--- config.mk ---
export PLATFORM = sky130hd
export DESIGN_NAME = bsg_locking_arb_rr_sched
export DESIGN_NICKNAME = d
export VERILOG_FILES = /design/src/rtl/bsg_locking_arb_rr_sched_pkg.sv /design/src/rtl/bsg_locking_arb_rr_sched_pick.sv /design/src/rtl/bsg_locking_arb_rr_sched.sv
export SDC_FILE = /design/constraint.sdc
export NUM_CORES = 1
export LEC_CHECK = 0
export BUFFER_PORTS_ARGS = -buffer_cell sky130_fd_sc_hd__buf_2
export CORE_AREA = 2 2 99 101
export CTS_CLUSTER_SIZE = 10
export DETAILED_ROUTE_END_ITERATION = 7
export DIE_AREA = 0 0 101 103
export PLACE_DENSITY = 0.73
export SLEW_MARGIN = 20
export SYNTH_ARGS = -nofsm -noshare
export SYNTH_HDL_FRONTEND = slang
export SYNTH_HIERARCHICAL = 1
export SYNTH_SLANG_ARGS = --single-unit
--- constraint.sdc ---
create_clock -name clk_i -period 11.6 [get_ports clk_i]
set_input_delay 0.58 -clock clk_i [delete_from_list [all_inputs] [get_ports clk_i]]
set_output_delay 0.58 -clock clk_i [all_outputs]
set_load 0.1 [all_outputs]
--- src/rtl/bsg_locking_arb_rr_sched_pkg.sv ---
// Shared types and helpers for the round-robin locking packet scheduler.
package bsg_locking_arb_rr_pkg;

    typedef enum logic {IDLE, LOCKED} state_e;

    function automatic int unsigned onehot_to_id(input logic [31:0] oh);
        int unsigned id;
        id = 0;
        for (int unsigned i = 0; i < 32; i++) begin
            if (oh[i]) id = i;
        end
        return id;
    endfunction

endpackage

--- src/rtl/bsg_locking_arb_rr_sched_pick.sv ---
// Combinational rotating-priority picker: first unmasked request at or above ptr_i, wrapping.
module bsg_rr_pick #(
    parameter int inputs_p = 16,
    localparam int lg_inputs_lp = $clog2(inputs_p)
) (
    input  logic [inputs_p-1:0]     reqs_i,
    input  logic [lg_inputs_lp-1:0] ptr_i,
    input  logic [inputs_p-1:0]     mask_i,
    output logic [inputs_p-1:0]     grant_oh_o,
    output logic [lg_inputs_lp-1:0] grant_id_o,
    output logic                    v_o
);

    logic [lg_inputs_lp:0] idx;

    always_comb begin
        grant_oh_o = '0;
        grant_id_o = '0;
        v_o        = 1'b0;
        idx        = '0;
        for (int unsigned off = 0; off < inputs_p; off++) begin
            idx = {1'b0, ptr_i} + (lg_inputs_lp+1)'(off);
            if (idx >= (lg_inputs_lp+1)'(inputs_p))
                idx = idx - (lg_inputs_lp+1)'(inputs_p);
            if (!v_o && reqs_i[idx[lg_inputs_lp-1:0]] && !mask_i[idx[lg_inputs_lp-1:0]]) begin
                v_o        = 1'b1;
                grant_id_o = idx[lg_inputs_lp-1:0];
            end
        end
        grant_oh_o[grant_id_o] = v_o;
    end

endmodule

--- src/rtl/bsg_locking_arb_rr_sched.sv ---
// Round-robin locking packet scheduler; BSG_LOCKING_ARB_RR_TIMEOUT_EN adds a lock hold timeout.
module bsg_locking_arb_rr_sched
    import bsg_locking_arb_rr_pkg::*;
#(
    parameter int inputs_p = 16,
`ifdef BSG_LOCKING_ARB_RR_TIMEOUT_EN
    parameter int max_hold_p = 256,
`endif
    localparam int lg_inputs_lp = $clog2(inputs_p)
) (
    input  logic                    clk_i,
    input  logic                    reset_n_i,
    input  logic [inputs_p-1:0]     reqs_i,
    input  logic [inputs_p-1:0]     last_i,
    input  logic                    ready_i,
    output logic [inputs_p-1:0]     grants_o,
    output logic [lg_inputs_lp-1:0] grant_id_o,
    output logic                    locked_o,
`ifdef BSG_LOCKING_ARB_RR_TIMEOUT_EN
    output logic                    timeout_err_o,
`endif
    output logic                    xfer_o
);

    state_e                  state;
    logic [lg_inputs_lp-1:0] ptr, next_ptr, pick_ptr, pick_id;
    logic [inputs_p-1:0]     pick_mask, pick_oh;
    logic                    pick_v, last_rel, rel;

    assign xfer_o   = locked_o & reqs_i[grant_id_o] & ready_i;
    assign last_rel = xfer_o & last_i[grant_id_o];
    assign next_ptr = (grant_id_o == lg_inputs_lp'(inputs_p-1)) ? '0 : grant_id_o + lg_inputs_lp'(1);

`ifdef BSG_LOCKING_ARB_RR_TIMEOUT_EN
    localparam int cnt_w_lp = $clog2(max_hold_p+1);
    logic [cnt_w_lp-1:0] hold_cnt;
    logic                hold_expired;
    assign hold_expired = locked_o && (hold_cnt == cnt_w_lp'(max_hold_p-1));
    assign rel          = last_rel | hold_expired;
`else
    assign rel = last_rel;
`endif

    // One picker serves both the idle pick and the same-cycle release re-arbitration.
    assign pick_ptr  = (state == LOCKED) ? next_ptr : ptr;
    assign pick_mask = (state == LOCKED) ? grants_o : '0;

    bsg_rr_pick #(.inputs_p(inputs_p)) pick (
        .reqs_i    (reqs_i),
        .ptr_i     (pick_ptr),
        .mask_i    (pick_mask),
        .grant_oh_o(pick_oh),
        .grant_id_o(pick_id),
        .v_o       (pick_v)
    );

    always_ff @(posedge clk_i or negedge reset_n_i) begin
        if (!reset_n_i) begin
            state      <= IDLE;
            grants_o   <= '0;
            grant_id_o <= '0;
            locked_o   <= 1'b0;
            ptr        <= '0;
`ifdef BSG_LOCKING_ARB_RR_TIMEOUT_EN
            hold_cnt      <= '0;
            timeout_err_o <= 1'b0;
`endif
        end else begin
            case (state)
                IDLE: begin
                    if (pick_v) begin
                        state      <= LOCKED;
                        grants_o   <= pick_oh;
                        grant_id_o <= pick_id;
                        locked_o   <= 1'b1;
`ifdef BSG_LOCKING_ARB_RR_TIMEOUT_EN
                        hold_cnt   <= '0;
`endif
                    end
                end
                LOCKED: begin
                    if (rel) begin
                        ptr <= next_ptr;
                        if (pick_v) begin
                            grants_o   <= pick_oh;
                            grant_id_o <= pick_id;
                        end else begin
                            state      <= IDLE;
                            grants_o   <= '0;
                            grant_id_o <= '0;
                            locked_o   <= 1'b0;
                        end
`ifdef BSG_LOCKING_ARB_RR_TIMEOUT_EN
                        hold_cnt <= '0;
                        if (!last_rel) timeout_err_o <= 1'b1;
`endif
                    end
`ifdef BSG_LOCKING_ARB_RR_TIMEOUT_EN
                    else begin
                        hold_cnt <= hold_cnt + cnt_w_lp'(1);
                    end
`endif
                end
                default: state <= IDLE;
            endcase
        end
    end

endmodule

==> impl_metrics.yaml, run 1 <==
yosys:
  syn_area_per_cell_um2: 8.873
  ys_ff_latch: 26
  async_flop_share: 1.000
  synth_edf_count: 0
  yosys_warnings: 6
  synthCells: 570
  syn_area_um2: 5057
  synth_cell_types: 90
  ys_seq_area_frac: 0.1286
  synth_ff_type: "dfrtp_1"
  synth_area_leaders: "mux4_2 14%, dfrtp_1 13%, o2111ai_1 5.0%"
  syn-num-nets: 613
  synth_area_leader_cell: "mux4_2"
  netlist.area_leader.share: 0.1425
floorplanning:
  core_um2: 9459
  die_area_um2: 10400
  die_w_um: 101
  io_pins: 57
  die_h_um: 103
  floorplan.initialDensity: 0.5347
  num_rows: 36
sta:
  tightest_slew_ns: 0.8582
  finalClockSkew_ns: 0.008446
  finalSetupViolCount: 0
  maxSlewViolCount: 0
  finalHoldViolations: 0
  rsz0062_at_grt: "no"
  clock.fmax_mhz: 137.6
  tns_ns: 0
  slew_headroom: 0.4279
  fin_crit_ns: 7.270
  period_share: 0.6267
setup_path:
  slowest_stage: "or4b_1"
  cpMostUsedCell: "buf_4"
  max_stage_delay_ns: 1.01
  crit_path_cell_trace: "ha_1 -> a31oi_1 -> mux2_2 -> buf_4 -> inv_2 -> ha_1 -> buf_4 -> inv_2 -> mux4_2 -> mux2i_1 -> mux2i_2 -> nor4_4 -> nand4_2 -> or4b_1 -> nor2_1 -> buf_4 -> a22oi_1 -> o211ai_1"
  r2r_setup_slack_ns: 4.33
  crit_type: "reg -> reg"
  path_buf_inv: 5
  start_kind: "flip-flop"
  r2r_cells: 18
  r2r-start: "grant_id_o[0]"
  worst_ep_required_time_ns: 11.80
  worstPathArrival_ns: 7.47
  cp-end-kind: "flip-flop"
  cpLargestDelayFamily: "simple AND/OR/NAND/NOR gates"
  crit_fanout: 39
  r2r_end: "grants_o[6]"
grt:
  grt_pass1_vias: 5163
  antenna_found_initial: 0
  grt_pass1_wl_mm: 27.89
  grt_overflow: 0
  grt_max_degree: 40
  grt_util_all_layers: 0.3423
clocking:
  cts.sinks: 26
  cts_max_path_buffers: 2
  numCtsBuffers: 3
  clkTransAtPathRegs_ns: 0.10
  clk_latency_ns: 0.28
  cts_tree: "yes"
  post_cts_buffers: 0
  post_cts_resized: 0
  htreeDepth: 1
  hold_buffers: 0
  cts_root_buf: "clkbuf_8"
place:
  place.gp.congestion: 1.007
  placement.io_buffers: 56
  placed_area_um2: 5335
  dpl.hpwl_mm: 13.24
final_layout:
  drive_gt1_frac: 0.2814
  stdcell_area_um2: 5390
  num-nets-final: 641
  fillers: 867
  antenna_cells: 0
  layout_commonest_cell: "buf_2"
  layout-area-overhead-vs-synth_pct: 6.581
  multi_input_area_um2: 4030
  final_cell_mix: "56 x buf_2, 45 x nand2_1, 32 x mux4_2"
  regArea_um2: 650.6
hold_path:
  min_path_type: "in -> async"
route:
  wirelength_mm: 17.39
  firstDrtPassIters: 5
  drc: 0
  viasPerCell: 7.520
  ant_nets: 0
  vias: 5347
  wl_per_cell_um: 24.46
  drt_iter0_drc: 541
outcome:
  status: "finished, final reports clean"
job:
  drv_cap: 0
synth_stat cells (4+ instances only):
cell type / n
nand2_1: 45
nor2_1: 26
inv_2: 4
nand4_1: 9
o211ai_1: 21
nor4_2: 17
xnor2_1: 10
o22ai_1: 12
nand3b_1: 4
or4_1: 6
a2111oi_0: 5
nand2b_1: 21
nor2b_1: 13
o21ai_0: 14
buf_2: 17
o2111ai_1: 29
clkbuf_1: 18
a21oi_1: 16
nor3b_1: 10
buf_4: 4
mux2i_1: 19
inv_1: 24
and3b_1: 4
dfrtp_1: 26
mux4_2: 32
buf_6: 5
ha_1: 8
mux2_2: 10
a31oi_1: 4
o21a_1: 4
nor3_1: 7
a211oi_1: 8
a22oi_1: 22
nand3_1: 9
cells by family (layout without fill, tap and decap cells):
logic type | count (synthesis) | count (layout) | synth area share
AOI/OAI and AO/OA | 181 | 181 | 0.2833
DFF | 26 | 26 | 0.1286
adders and majority gates | 8 | 8 | 0.01979
and+or+nand+nor | 195 | 195 | 0.2412
muxes | 66 | 66 | 0.2185
buffers and inverters | 79 | 106 | 0.07521
xor gates and xnor gates | 15 | 15 | 0.03340
layout make-up:
cell class	count	area share
clock buffer	4	0.01021
inverter	33	0.02484
multi-input combinational	465	0.7477
timing repair buffer	69	0.07010
tap	114	0.02646
sequential	26	0.1207
metrics by stage:
stage,setup WS [ns],hold slack [ns],util,std cells
2_1_floorplan,5.688,0.2844,-,570
4_1_cts,4.420,0.3208,0.5698,711
6_report,4.330,0.3075,0.5698,711
5_1_grt,3.835,0.3437,0.5698,711
3_5_place_dp,4.387,0.5023,0.5640,707
3_3_place_gp,4.714,0.4888,0.5640,707
worst max-delay path by stage:
stage                   from          end  slack [ns]  cells after the start
2_1_floorplan  grant_id_o[1]  grants_o[0]        5.69                     18
3_3_place_gp   grant_id_o[0]  grants_o[1]        4.71                     18
3_5_place_dp   grant_id_o[0]  grants_o[6]        4.39                     18
4_1_cts        grant_id_o[0]  grants_o[6]        4.42                     18
5_1_grt        grant_id_o[0]  grants_o[6]        3.83                     18
6_report       grant_id_o[0]  grants_o[6]        4.33                     18
metal layers:
layer	part of all wire	track usage
met4	0.048	0.1601
met1	0.39	0.4422
met3	0.077	0.02847
met2	0.48	0.5851
met5	0	0
worst register-to-register path: stages (launching register included):
cell      delay, ns
dfrtp_1        0.66
ha_1           0.41
a31oi_1        0.20
mux2_2         0.19
buf_4          0.41
inv_2          0.27
ha_1           0.68
buf_4          0.35
inv_2          0.13
mux4_2         0.33
mux2i_1        0.44
mux2i_2        0.23
nor4_4         0.41
nand4_2        0.29
or4b_1         1.01
nor2_1         0.66
buf_4          0.31
a22oi_1        0.10
o211ai_1       0.12
state kept, by name, summed over array words and instances (netlist names):
| signal | count |
|---|---|
| grant_id_o | 4 |
| grants_o | 16 |
| locked_o | 1 |
| ptr | 4 |
| state | 1 |
Power of run 1 is not shown: default switching activity piles up to over one toggle a cycle in this logic, so the estimate is an artifact.
==> run 2, diff against run 1 <==
- clock period: 11.6 -> 7.3 ns (I/O delays scaled with it)
==> run 2 against run 1 <==
Compared with the run above:
- utilization grew 0.48 points
- final area grew 0.84%
- maximum frequency grew 13%
- largest cell class unchanged
- critical path type unchanged
- via count shrank 1.3%
- global-route usage grew 0.30 points
- worst hold slack lost 0.22 ns
==> impl_metrics.yaml, run 2 (synthesized netlist as in run 1, its figures left out) <==
route:
  drc: 0
  drt_iter0_drc: 474
  ant_nets: 0
  wirelength_mm: 17.22
  vias: 5279
  firstDrtPassIters: 4
  wl_per_cell_um: 24.02
  viasPerCell: 7.363
setup_path:
  crit_type: "reg -> reg"
  crit_fanout: 17
  crit_start: "grant_id_o[1]"
  worstPathArrival_ns: 6.65
  start_kind: "flip-flop"
  r2r-start: "grant_id_o[1]"
  worst_ep_required_time_ns: 7.51
  cp-end-kind: "flip-flop"
floorplanning:
  num_rows: 36
  die_h_um: 103
  floorplan.initialDensity: 0.5347
  io_pins: 57
  die_area_um2: 10400
  core_um2: 9459
  die_w_um: 101
sta:
  slew_headroom: 0.4605
  clock.fmax_mhz: 155.5
  tns_ns: 0
  finalClockSkew_ns: 0.004780
  period_share: 0.8811
  tightest_slew_ns: 0.8065
  finalSetupViolCount: 0
  finalHoldViolations: 0
  rsz0062_at_grt: "no"
  maxSlewViolCount: 0
  fin_crit_ns: 6.432
place:
  place.gp.congestion: 1.004
  placement.io_buffers: 56
  dpl.hpwl_mm: 13.35
clocking:
  htreeDepth: 1
  post_cts_resized: 0
  post_cts_buffers: 0
  clk_latency_ns: 0.29
  cts_tree: "yes"
  cts_max_path_buffers: 2
  hold_buffers: 0
  cts.sinks: 26
  cts_root_buf: "clkbuf_8"
  clkTransAtPathRegs_ns: 0.10
  numCtsBuffers: 3
outcome:
  status: "finished, final reports clean"
final_layout:
  regMostFlops: "grants_o"
  final_cell_mix: "56 x buf_2, 45 x nand2_1, 32 x mux4_2"
  layout_commonest_cell: "buf_2"
  num-nets-final: 647
  drive_gt1_frac: 0.2886
  layout-area-overhead-vs-synth_pct: 7.472
  largest_reg_flops: 16
  antenna_cells: 0
  largestRegisters: "grants_o (16), grant_id_o (4), ptr (4)"
grt:
  grt_util_all_layers: 0.3453
  grt_pass1_vias: 5121
  grt_pass1_wl_mm: 28.07
  antenna_found_initial: 0
  grt_max_degree: 27
  grt_overflow: 0
hold_path:
  min_path_type: "in -> async"
job:
  drv_cap: 0
-- run 2: path summary, 6_finish.rpt --
kind                           endpoint  slack, ns  cells past startpoint
max                         grants_o[5]       0.87                     19
min                               state       0.09                      1
max reg2reg                 grants_o[5]       0.87                     19
min reg2reg                      ptr[1]       0.52                      1
max in group asynchronous  grants_o[11]       6.78                      1
min in group clk_i               ptr[1]       0.52                      1
-- run 2: stage by stage --
step,setup WS [ns],instance area (um^2),util,hold WS (ns),cells
after floorplan,1.388,5057,-,0.06941,570
after global placement,1.064,5380,0.5688,0.4160,713
after detailed placement,1.067,5380,0.5688,0.4247,713
after CTS,1.035,5435,0.5746,0.1061,717
after global routing,0.5540,5435,0.5746,0.1441,717
final,0.8682,5435,0.5746,0.08741,717
-- run 2: layer usage --
layer,GRT usage,part of all wire,up-vias
li1,-,-,2347
met1,0.4513,0.39,2532
met2,0.5687,0.47,327
met3,0.03864,0.081,73
met4,0.1788,0.057,0
met5,0,0,-
-- run 2: final cells by class --
class	count	area (um^2)
Multi-Input combinational cell	465	4030
Inverter	33	133.9
Tap cell	114	142.6
Timing Repair Buffer	75	422.9
Sequential cell	26	650.6
Fill cell	866	4024
Clock buffer	4	55.05
-- run 2: worst max-delay path: stages, from the launching register on --
cell	delay, ns
dfrtp_1	0.57
ha_1	0.32
a31oi_1	0.17
mux2_2	0.41
inv_2	0.23
ha_1	0.73
buf_4	0.30
nor3b_1	0.09
or4_4	0.43
a41oi_2	0.32
or2_1	0.31
nand4_1	0.26
nor4_1	0.49
a22o_1	0.25
o31a_1	0.54
inv_4	0.17
nor4_2	0.29
nand2_1	0.13
a211o_1	0.24
o211ai_1	0.08
Power of run 2 is left out for the same reason.
==> run 3, diff against run 2 <==
- clock period: 7.3 -> 6.4 ns (I/O delays scaled with it)
==> run 3 against run 2 <==
Compared with the run above:
- non-clock buffer count rose by 6
- count of clock-buffer cells in the layout shrank 1
- sequential cell count stayed put
- critical path depth is 1 lower
- cell count is 0.70% higher
- worst setup slack got worse by 0.26 ns
- final area grew 0.71%
- maximum frequency rose by 11%
- first-iteration DRC count increased by 2.5%
- worst hold slack got worse by 0.035 ns
- clock skew decreased by 0.0015 ns
- critical path type unchanged
==> impl_metrics.yaml, run 3 (synthesized netlist as in run 1, its figures left out) <==
clocking:
  clk_latency_ns: 0.27
  cts_tree: "yes"
  cts.sinks: 26
  post_cts_buffers: 0
  clkTransAtPathRegs_ns: 0.09
  post_cts_resized: 0
  htreeDepth: 1
  hold_buffers: 0
  cts_max_path_buffers: 2
  cts_root_buf: "clkbuf_8"
  numCtsBuffers: 3
job:
  drv_cap: 0
route:
  wl_per_cell_um: 24.17
  wirelength_mm: 17.45
  firstDrtPassIters: 7
  vias: 5306
  drt_iter0_drc: 486
  ant_nets: 0
  viasPerCell: 7.349
  drc: 0
setup_path:
  cp-end-kind: "flip-flop"
  crit_type: "reg -> reg"
  start_kind: "flip-flop"
  worst_ep_required_time_ns: 6.59
  worstPathArrival_ns: 5.98
  crit_fanout: 16
sta:
  tns_ns: 0
  whs_ns: 0.05254
  rsz0062_at_grt: "no"
  finalClockSkew_ns: 0.003304
  maxSlewViolCount: 0
  finalSetupViolCount: 0
  tightest_slew_ns: 0.7770
  slew_headroom: 0.4686
  period_share: 0.9052
  finalHoldViolations: 0
  clock.fmax_mhz: 172.6
  fin_crit_ns: 5.793
grt:
  gr-usage-met3: 0.03119
  grt_pass1_wl_mm: 28.19
  grt_pass1_vias: 5162
  use_met2: 0.5897
  grt_max_degree: 28
  met1_usage: 0.4451
  grt_util_all_layers: 0.3458
  busiest_layer: "met2"
  grt_overflow: 0
  antenna_found_initial: 0
final_layout:
  antenna_cells: 0
  regArea_um2: 650.6
  fillers: 872
  layout_commonest_cell: "buf_2"
  largestRegisters: "grants_o (16), grant_id_o (4), ptr (4)"
  final_cell_mix: "56 x buf_2, 45 x nand2_1, 32 x mux4_2"
  drive_gt1_frac: 0.2961
  layout-area-overhead-vs-synth_pct: 8.239
  num-nets-final: 653
  regMostFlops: "grants_o"
  final_cells: 722
  largest_reg_flops: 16
  multi_input_area_um2: 4038
floorplanning:
  num_rows: 36
  io_pins: 57
  core_um2: 9459
  floorplan.initialDensity: 0.5347
  die_w_um: 101
  die_h_um: 103
  die_area_um2: 10400
place:
  placement.io_buffers: 56
  dp_cells: 719
  place.gp.congestion: 1.030
  dpl.hpwl_mm: 13.45
outcome:
  status: "finished, final reports clean"
hold_path:
  min_path_type: "in -> async"
## run 3: changes by cell type in the layout (fill, tap and decap cells not counted), sizes merged
cell	previous run	this run
clkbuf	4	3
buf	75	81
## run 3: routing by layer
metal | part of all wire | wire length, um | vias to the layer above
met5 | 0 | 0 | -
met4 | 0.052 | 913 | 0
met3 | 0.081 | 1422 | 69
met2 | 0.48 | 8414 | 317
met1 | 0.38 | 6700 | 2561
li1 | - | - | 2359
## run 3: final cells by class
class,count,area share
timing repair buffer,81,0.08549
sequential,26,0.1189
multi-input combinational,465,0.7376
tap,114,0.02606
inverter,33,0.02446
clock buffer,3,0.007543
## run 3: critical path: stages, from the launching register on
cell	delay [ns]
dfrtp_1	0.66
ha_1	0.31
a31oi_1	0.13
mux2_2	0.34
inv_2	0.07
ha_1	0.42
xor2_4	0.42
mux4_2	0.55
mux2_2	0.36
mux2i_2	0.37
o21ai_0	0.14
a21oi_1	0.32
o211ai_2	0.14
a21oi_1	0.17
o31a_1	0.46
inv_4	0.16
nor4_2	0.38
o2111ai_1	0.18
o211ai_1	0.13
## run 3: path summary, 6_finish.rpt
kind / start / end / slack [ns] / cells after the start
setup reg to reg: grant_id_o[1] / grants_o[2] / 0.61 / 18
max in group asynchronous: reset_n_i / grants_o[12] / 5.93 / 1
hold / removal: reset_n_i / ptr[3] / 0.05 / 1
hold reg to reg: ptr[1] / ptr[1] / 0.52 / 1
min in group clk_i: ptr[1] / ptr[1] / 0.52 / 1
setup / recovery: grant_id_o[1] / grants_o[2] / 0.61 / 18
## run 3: metrics by stage
stage                 util  instance area [um^2]  worst slack, ns
finish              0.5787                  5474           0.6067
global route        0.5787                  5474           0.1968
CTS                 0.5779                  5466           0.5268
detailed placement  0.5735                  5425           0.6007
global placement    0.5735                  5425           0.6636
floorplan                -                  5057           0.4877
Power of run 3 is left out for the same reason.
